===== config.mk =====
export PLATFORM = sky130hd
export DESIGN_NAME = delay_line_falling
export DESIGN_NICKNAME = d
export VERILOG_FILES = /design/src/rtl/delay_line_falling.sv
export SDC_FILE = /design/constraint.sdc
export NUM_CORES = 1
export LEC_CHECK = 0
export CELL_PAD_IN_SITES_DETAIL_PLACEMENT = 0
export CELL_PAD_IN_SITES_GLOBAL_PLACEMENT = 1
export CORE_ASPECT_RATIO = 1.1
export CORE_MARGIN = 3
export CORE_UTILIZATION = 53
export CTS_CLUSTER_SIZE = 12
export DETAILED_ROUTE_END_ITERATION = 8
export DONT_BUFFER_PORTS = 1
export MAX_ROUTING_LAYER = met4
export PLACE_DENSITY = 0.85
export SYNTH_ARGS = -nofsm -noshare
export SYNTH_HDL_FRONTEND = slang
export SYNTH_SLANG_ARGS = --single-unit

===== constraint.sdc =====
create_clock -name CLK -period 6.3 [get_ports CLK]
set_clock_uncertainty 0.15 [all_clocks]
set_input_delay 1.26 -clock CLK [delete_from_list [all_inputs] [get_ports CLK]]
set_output_delay 1.26 -clock CLK [all_outputs]
set_load 0.005 [all_outputs]

===== src/rtl/delay_line_falling.sv =====
// WIDTH-bit, DEPTH-stage fixed-latency delay line clocked on the falling edge, with
// per-stage valid bits, hold, flush and occupancy count. DELAY_LINE_TAPS_EN exposes all stages.
module delay_line_falling #(
    parameter int  WIDTH = 8,
    parameter int  DEPTH = 4,
    localparam int CNT_W = $clog2(DEPTH + 1)
) (
    input  logic             CLK,
    input  logic             RST_N,
    input  logic             EN,
    input  logic             CLR,
    input  logic [WIDTH-1:0] Din,
    input  logic             Din_valid,
    output logic [WIDTH-1:0] Dout,
    output logic             Dout_valid,
    output logic [CNT_W-1:0] COUNT,
    output logic             FULL,
`ifdef DELAY_LINE_TAPS_EN
    output logic [DEPTH*WIDTH-1:0] TAPS,
    output logic [DEPTH-1:0]       TAPS_valid,
`endif
    output logic             EMPTY
);

    logic [WIDTH-1:0] s_q [DEPTH];
    logic [WIDTH-1:0] s_d [DEPTH];
    logic [DEPTH-1:0] v_q;
    logic [DEPTH-1:0] v_d;
    logic [CNT_W-1:0] cnt_q;
    logic [CNT_W-1:0] cnt_d;

    // NOTE: every variable gets its hold value first so no path leaves it unassigned (no latch).
    always_comb begin
        s_d   = s_q;
        v_d   = v_q;
        cnt_d = cnt_q;
        if (CLR) begin
            s_d   = '{default: '0};
            v_d   = '0;
            cnt_d = '0;
        end else if (EN) begin
            s_d[0] = Din;
            v_d[0] = Din_valid;
            for (int i = 1; i < DEPTH; i++) begin
                s_d[i] = s_q[i-1];
                v_d[i] = v_q[i-1];
            end
            // Entry and exit in the same edge cancel, so cnt stays within 0..DEPTH.
            cnt_d = cnt_q + CNT_W'(Din_valid) - CNT_W'(v_q[DEPTH-1]);
        end
    end

    // NOTE: the data stages are reset too, because Dout must read 0 while RST_N is low;
    // non-blocking assignments keep every stage sampling the pre-edge value of its neighbour.
    always_ff @(negedge CLK or negedge RST_N) begin
        if (!RST_N) begin
            s_q   <= '{default: '0};
            v_q   <= '0;
            cnt_q <= '0;
        end else begin
            s_q   <= s_d;
            v_q   <= v_d;
            cnt_q <= cnt_d;
        end
    end

    assign Dout       = s_q[DEPTH-1];
    assign Dout_valid = v_q[DEPTH-1];
    assign COUNT      = cnt_q;
    assign FULL       = (cnt_q == CNT_W'(DEPTH));
    assign EMPTY      = (cnt_q == '0);

`ifdef DELAY_LINE_TAPS_EN
    // Stage 0 sits in the least significant word of TAPS.
    for (genvar g = 0; g < DEPTH; g++) begin : g_taps
        assign TAPS[g*WIDTH +: WIDTH] = s_q[g];
    end
    assign TAPS_valid = v_q;
`endif

endmodule


==> flow_metrics.py, run 1 <==
metrics = {
    "cts": {
        "numClockSinks": 39,
        "cts_resized": 0,
        "clockBufferDepth": 2,
        "numCtsBuffers": 5,
        "cts-root-buf": "clkbuf_4",
        "hold_buffers": 0,
        "htreeDepth": 2,
        "clock_latency_ns": 0.32,
        "post_cts_buffers": 0,
        "path_clk_slew_ns": 0.07,
        "cts_tree": "built",
    },
    "worst_setup_path": {
        "path_cells": "nor3b_1",
        "endpoint_kind": "output port",
        "critical_path.top_delay_family": "flip-flops",
        "critPathMaxStageDelay_ns": 0.49,
        "path_max_fanout": 5,
        "critical_path_required_ns": 4.89,
        "criticalPathCategory": "register to output port",
        "startpoint_type": "register",
        "crit_arrival_ns": 4.23,
        "worst-path-buf-inv": 0,
        "worst_path_max_delay_cell": "dfrtn_1",
    },
    "global_routing": {
        "grt_pass1_vias": 948,
        "antenna_found_initial": 0,
        "track_usage_pct": 14.99,
        "grt_max_degree": 41,
        "grt_overflow": 0,
        "grt_pass1_wl_mm": 4.271,
    },
    "die": {
        "die_h_um": 66.02,
        "start_util_pct": 55.97,
        "io_pins": 27,
        "dieWidth_um": 60.56,
        "fp-row-count": 21,
        "die_area_mm2": 0.003998,
        "core_area_mm2": 0.003100,
    },
    "power_and_ir_drop": {
        "total_power_mw": 0.4062,
        "power_density_mw_per_mm2": 239.4,
        "ir_drop_mv": 0.1147,
        "power_leakage_nw": 0.9110,
    },
    "synthesis": {
        "synthCells": 146,
        "synth-simple-area-share_pct": 9.517,
        "synth_top_family_by_area": "multiplexers",
        "synth_compound_area_share_pct": 0.7931,
        "synth_mux_area_share_pct": 21.92,
        "ys_async_sr_fraction_pct": 100.0,
        "synth_area_per_cell_um2": 11.89,
        "ys_dominant_reg_cell": "dfrtn_1",
        "yosys-top-cells-area": "dfrtn_1, mux2i_1, nor2_1",
        "syn_nets": 162,
        "synth_seq_cells": 39,
        "syn_area_mm2": 0.001735,
        "synth_fa_ha_area_share_pct": 2.596,
        "synth_top_area_cell": "dfrtn_1",
        "synth_edf_count": 0,
        "yosysWarnings": 0,
        "yosysTopAreaCellShare_pct": 56.24,
        "ys_seq_area_share_pct": 56.24,
        "synth_top_cells_by_count": "dfrtn_1, nor2_1, mux2i_1",
        "synthXorXnorAreaFrac_pct": 0.5047,
        "synth_cell_types": 16,
    },
    "min_path": {
        "hp-class": "register to register",
    },
    "detailed_routing": {
        "vias_per_cell": 5.398,
        "drt-wirelength-per-cell_um": 14.55,
        "drc": 0,
        "route.vias.total": 923,
        "wl_mm": 2.488,
        "initialDrtViolationCount": 62,
        "dr.pass1.iters": 4,
        "antenna_left": 0,
    },
    "timing": {
        "hold_violations": 0,
        "fin_setup_tns_ns": 0,
        "setup_violations": 0,
        "drv_slew": 0,
        "worst_slew_pin_slew_ns": 0.2519,
        "rsz0062_at_grt": "no",
        "slew_headroom_pct": 83.08,
    },
    "layout": {
        "final_nets": 152,
        "final_cells": 171,
        "area_delta_synth_final_pct": -2.235,
        "drive_above_1_share_pct": 4.380,
        "antenna_cells": 0,
    },
    "place": {
        "hpwl_mm": 1.535,
        "portBuffers": 0,
        "dp_cells": 163,
        "routabilityCongestion": 0.7032,
    },
    "status": {
        "outcome": "completed",
    },
    "job": {
        "drv_cap": 0,
    },
}
==> state kept, by name, summed over array words and instances, names as in the netlist <==
signal	flops
COUNT	3
Dout	8
s_q	24
v_q	4
==> power by group <==
part	internal, mW	switching, mW	total [mW]
combinational	0.0127	0.00728	0.0200
clock	0.0436	0.0770	0.121
sequential	0.260	0.00576	0.266
total	0.316	0.0901	0.406
==> logic make-up (layout without fill, tap and decap cells) <==
family                   after synthesis  in the layout
AND/OR/NAND/NOR                       42             42
flip-flops                            39             39
multiplexers                          38             38
buffers and inverters                 21             12
adder cells (fa/ha/maj)                3              3
AO/OA/AOI/OAI                          2              2
XOR/XNOR                               1              1
==> cell usage in the layout, fill, tap and decap left out, drive strengths merged <==
| cell type | instances |
|---|---|
| fa | 1 |
| nor3 | 1 |
| nor3b | 1 |
| a31o | 1 |
| ha | 2 |
| dfrtn | 39 |
| mux2i | 38 |
| a21oi | 1 |
| nor2 | 39 |
| nand2b | 1 |
| clkinv | 1 |
| inv | 4 |
| xor2 | 1 |
| clkbuf | 7 |
==> layer usage <==
metal	GRT usage (%)	up-vias	part of all wire [%]
met3	4.883	7	5.8
met1	19.08	443	48
met4	7.317	0	2.0
li1	-	449	-
met2	21.39	24	44
met5	-	-	0
==> final cells by class <==
cell class                 count  area [um^2]
clock buffer                   7        45.04
fill                         281         1404
clock inverter                 1        5.005
tap                           34        42.54
multi-input combinational     86        613.1
inverter                       4        15.01
sequential                    39        975.9
==> metrics by stage <==
stage	hold slack, ns	cell area, um^2	utilization [%]	setup slack [ns]
floorplan	0.2965	1735	-	0.6439
global placement	0.3111	1647	53.11	0.6194
detailed placement	0.3204	1647	53.11	0.5730
CTS	0.3240	1697	54.72	0.6373
global route	0.3510	1697	54.72	0.5850
finish	0.3196	1697	54.72	0.6644
==> final timing paths <==
| path | from | to | slack [ns] | depth (start not counted) |
|---|---|---|---|---|
| max | COUNT[2]$_DFFE_NN0P_ | FULL | 0.66 | 1 |
| min | s_q[18]$_DFFE_NN0P_ | s_q[18]$_DFFE_NN0P_ | 0.32 | 2 |
| max reg2reg | COUNT[0]$_DFFE_NN0P_ | COUNT[2]$_DFFE_NN0P_ | 4.09 | 9 |
| min reg2reg | s_q[18]$_DFFE_NN0P_ | s_q[18]$_DFFE_NN0P_ | 0.32 | 2 |
| max in group asynchronous | RST_N | s_q[15]$_DFFE_NN0P_ | 2.38 | 0 |
| min in group asynchronous | RST_N | Dout[5]$_DFFE_NN0P_ | 3.50 | 0 |
No activity file was read; power rests on OpenSTA's default activity.
==> run 2, diff against run 1 <==
--- a/config.mk
+++ b/config.mk
@@ -15,6 +15,7 @@
 export DONT_BUFFER_PORTS = 1
 export MAX_ROUTING_LAYER = met4
 export PLACE_DENSITY = 0.85
+export SKIP_LAST_GASP = 1
 export SYNTH_ARGS = -nofsm -noshare
 export SYNTH_HDL_FRONTEND = slang
 export SYNTH_SLANG_ARGS = --single-unit
==> results of run 2 <==
No change in the layout: final DEF, timing and power equal those of run 1.
==> run 3, diff against run 2 <==
==> config.mk (replaced) <==
export PLATFORM = sky130hd
export DESIGN_NAME = delay_line_falling
export DESIGN_NICKNAME = d
export VERILOG_FILES = /design/src/rtl/delay_line_falling.sv
export SDC_FILE = /design/constraint.sdc
export NUM_CORES = 1
export LEC_CHECK = 0
export CORE_ASPECT_RATIO = 1.1
export CORE_MARGIN = 2
export CORE_UTILIZATION = 61
export CTS_CLUSTER_SIZE = 12
export DETAILED_ROUTE_END_ITERATION = 8
export DONT_BUFFER_PORTS = 1
export GPL_TIMING_DRIVEN = 0
export MAX_ROUTING_LAYER = met4
export PLACE_DENSITY = 0.8
export SKIP_LAST_GASP = 1
export SYNTH_ARGS = -nofsm -noshare
export SYNTH_HDL_FRONTEND = slang
export SYNTH_SLANG_ARGS = --single-unit
==> run 3 against run 2 <==
Against the previous run: die area down 18%; register-to-register slack lost 0.07 ns; final cell count rose by 9.4%; highest routed layer unchanged.
==> flow_metrics.py, run 3 (same netlist as run 1, synthesis figures left out) <==
metrics = {
    "cts": {
        "post_cts_buffers": 0,
        "clock_latency_ns": 0.32,
        "numClockSinks": 39,
        "cts-root-buf": "clkbuf_4",
        "clockBufferDepth": 2,
        "numCtsBuffers": 5,
        "cts_resized": 0,
        "htreeDepth": 2,
        "path_clk_slew_ns": 0.07,
        "cts_tree": "built",
        "hold_buffers": 0,
    },
    "power_and_ir_drop": {
        "p_seq_share_pct": 60.0,
        "ir_drop_mv": 0.1684,
        "power.internal_mw": 0.3423,
        "switchingPower_mw": 0.1005,
        "power_density_mw_per_mm2": 240.0,
        "clockPowerShare_pct": 32.0,
        "sw_frac_of_total_pct": 22.70,
        "pwr-share-comb_pct": 8.0,
        "power_leakage_nw": 1.006,
    },
    "status": {
        "outcome": "completed",
    },
    "layout": {
        "largest_reg_flops": 24,
        "post-route-util_pct": 67.66,
        "antenna_cells": 0,
        "final_nets": 169,
        "area_delta_synth_final_pct": 6.345,
        "final_cell_mix": "dfrtn_1, nor2_1, mux2i_1",
        "drive_above_1_share_pct": 14.94,
        "final_area_mm2": 0.001846,
        "largest_register": "s_q",
    },
    "detailed_routing": {
        "dr.pass1.iters": 4,
        "wl_mm": 2.836,
        "vias_per_cell": 5.492,
        "drt-wirelength-per-cell_um": 15.17,
        "antenna_left": 0,
        "initialDrtViolationCount": 19,
        "route.vias.total": 1027,
        "drc": 0,
    },
    "global_routing": {
        "grt_pass1_vias": 1024,
        "grt_pass1_wl_mm": 4.733,
        "grt_overflow": 0,
        "track_usage_pct": 21.32,
        "antenna_found_initial": 0,
        "grt_max_degree": 40,
    },
    "die": {
        "start_util_pct": 63.62,
        "dieWidth_um": 54.86,
        "die_h_um": 59.94,
        "core_area_mm2": 0.002728,
        "io_pins": 27,
        "fp-row-count": 20,
        "die_area_mm2": 0.003288,
    },
    "timing": {
        "hold_violations": 0,
        "rsz0062_at_grt": "no",
        "worst_slew_pin_slew_ns": 0.4144,
        "setup_violations": 0,
        "fin_setup_tns_ns": 0,
        "setup_ws_ns": 0.5721,
        "drv_slew": 0,
        "slew_headroom_pct": 72.37,
    },
    "worst_setup_path": {
        "endpoint_kind": "output port",
        "path_max_fanout": 5,
        "crit_arrival_ns": 4.32,
        "critPathMaxStageDelay_ns": 0.50,
        "worst_path_max_delay_cell": "dfrtn_1",
        "criticalPathCategory": "register to output port",
        "worst-path-buf-inv": 0,
        "critical_path_required_ns": 4.89,
        "critical_path.top_delay_family": "flip-flops",
        "startpoint_type": "register",
        "path_cells": "nor3b_1",
    },
    "min_path": {
        "hp-class": "register to register",
    },
    "place": {
        "portBuffers": 0,
        "hpwl_mm": 1.999,
        "placed_area_mm2": 0.001777,
        "routabilityCongestion": 0.7041,
        "post-place-ws_ns": 0.5379,
    },
    "job": {
        "drv_cap": 0,
    },
}
-- run 3: final timing paths --
check / from / to / slack, ns / cells after the start
max: COUNT[2]$_DFFE_NN0P_ / FULL / 0.57 / 1
min: s_q[17]$_DFFE_NN0P_ / s_q[17]$_DFFE_NN0P_ / 0.32 / 2
max reg2reg: COUNT[0]$_DFFE_NN0P_ / COUNT[2]$_DFFE_NN0P_ / 4.02 / 9
min reg2reg: s_q[17]$_DFFE_NN0P_ / s_q[17]$_DFFE_NN0P_ / 0.32 / 2
max in group asynchronous: RST_N / v_q[3]$_DFFE_NN0P_ / 2.38 / 0
min in group asynchronous: RST_N / Dout[6]$_DFFE_NN0P_ / 3.50 / 0
-- run 3: power groups by stage --
| stage | Sequential (mW) | Clock [mW] | Combinational (mW) |
|---|---|---|---|
| finish | 0.266 | 0.142 | 0.0354 |
| global route | 0.267 | 0.153 | 0.0395 |
| CTS | 0.266 | 0.145 | 0.0361 |
| detailed placement | 0.270 | 0 | 0.0358 |
| global placement | 0.270 | 0 | 0.0341 |
| floorplan | 0.268 | 0 | 0.0300 |
-- run 3: layer usage --
layer / routed length (um) / GRT usage, % / up-vias
met5: 0 / - / -
met4: 58 / 8.214 / 0
met3: 108 / 6.000 / 6
met2: 1424 / 32.65 / 27
met1: 1244 / 26.67 / 505
li1: - / - / 489
-- run 3: layout make-up --
cell class,count,area [um^2]
Buffer,17,131.4
Clock buffer,8,68.82
Fill cell,213,882.1
Inverter,4,15.01
Multi-Input combinational cell,86,613.1
Sequential cell,39,975.9
Tap cell,33,41.29
-- run 3: metrics by stage --
step,hold WS [ns],instances,total power [mW]
2_1_floorplan,0.2965,146,0.2985
6_report,0.3160,187,0.4428
4_1_cts,0.3217,187,0.4473
3_3_place_gp,0.3104,179,0.3036
5_1_grt,0.3416,187,0.4589
3_5_place_dp,0.3202,179,0.3061
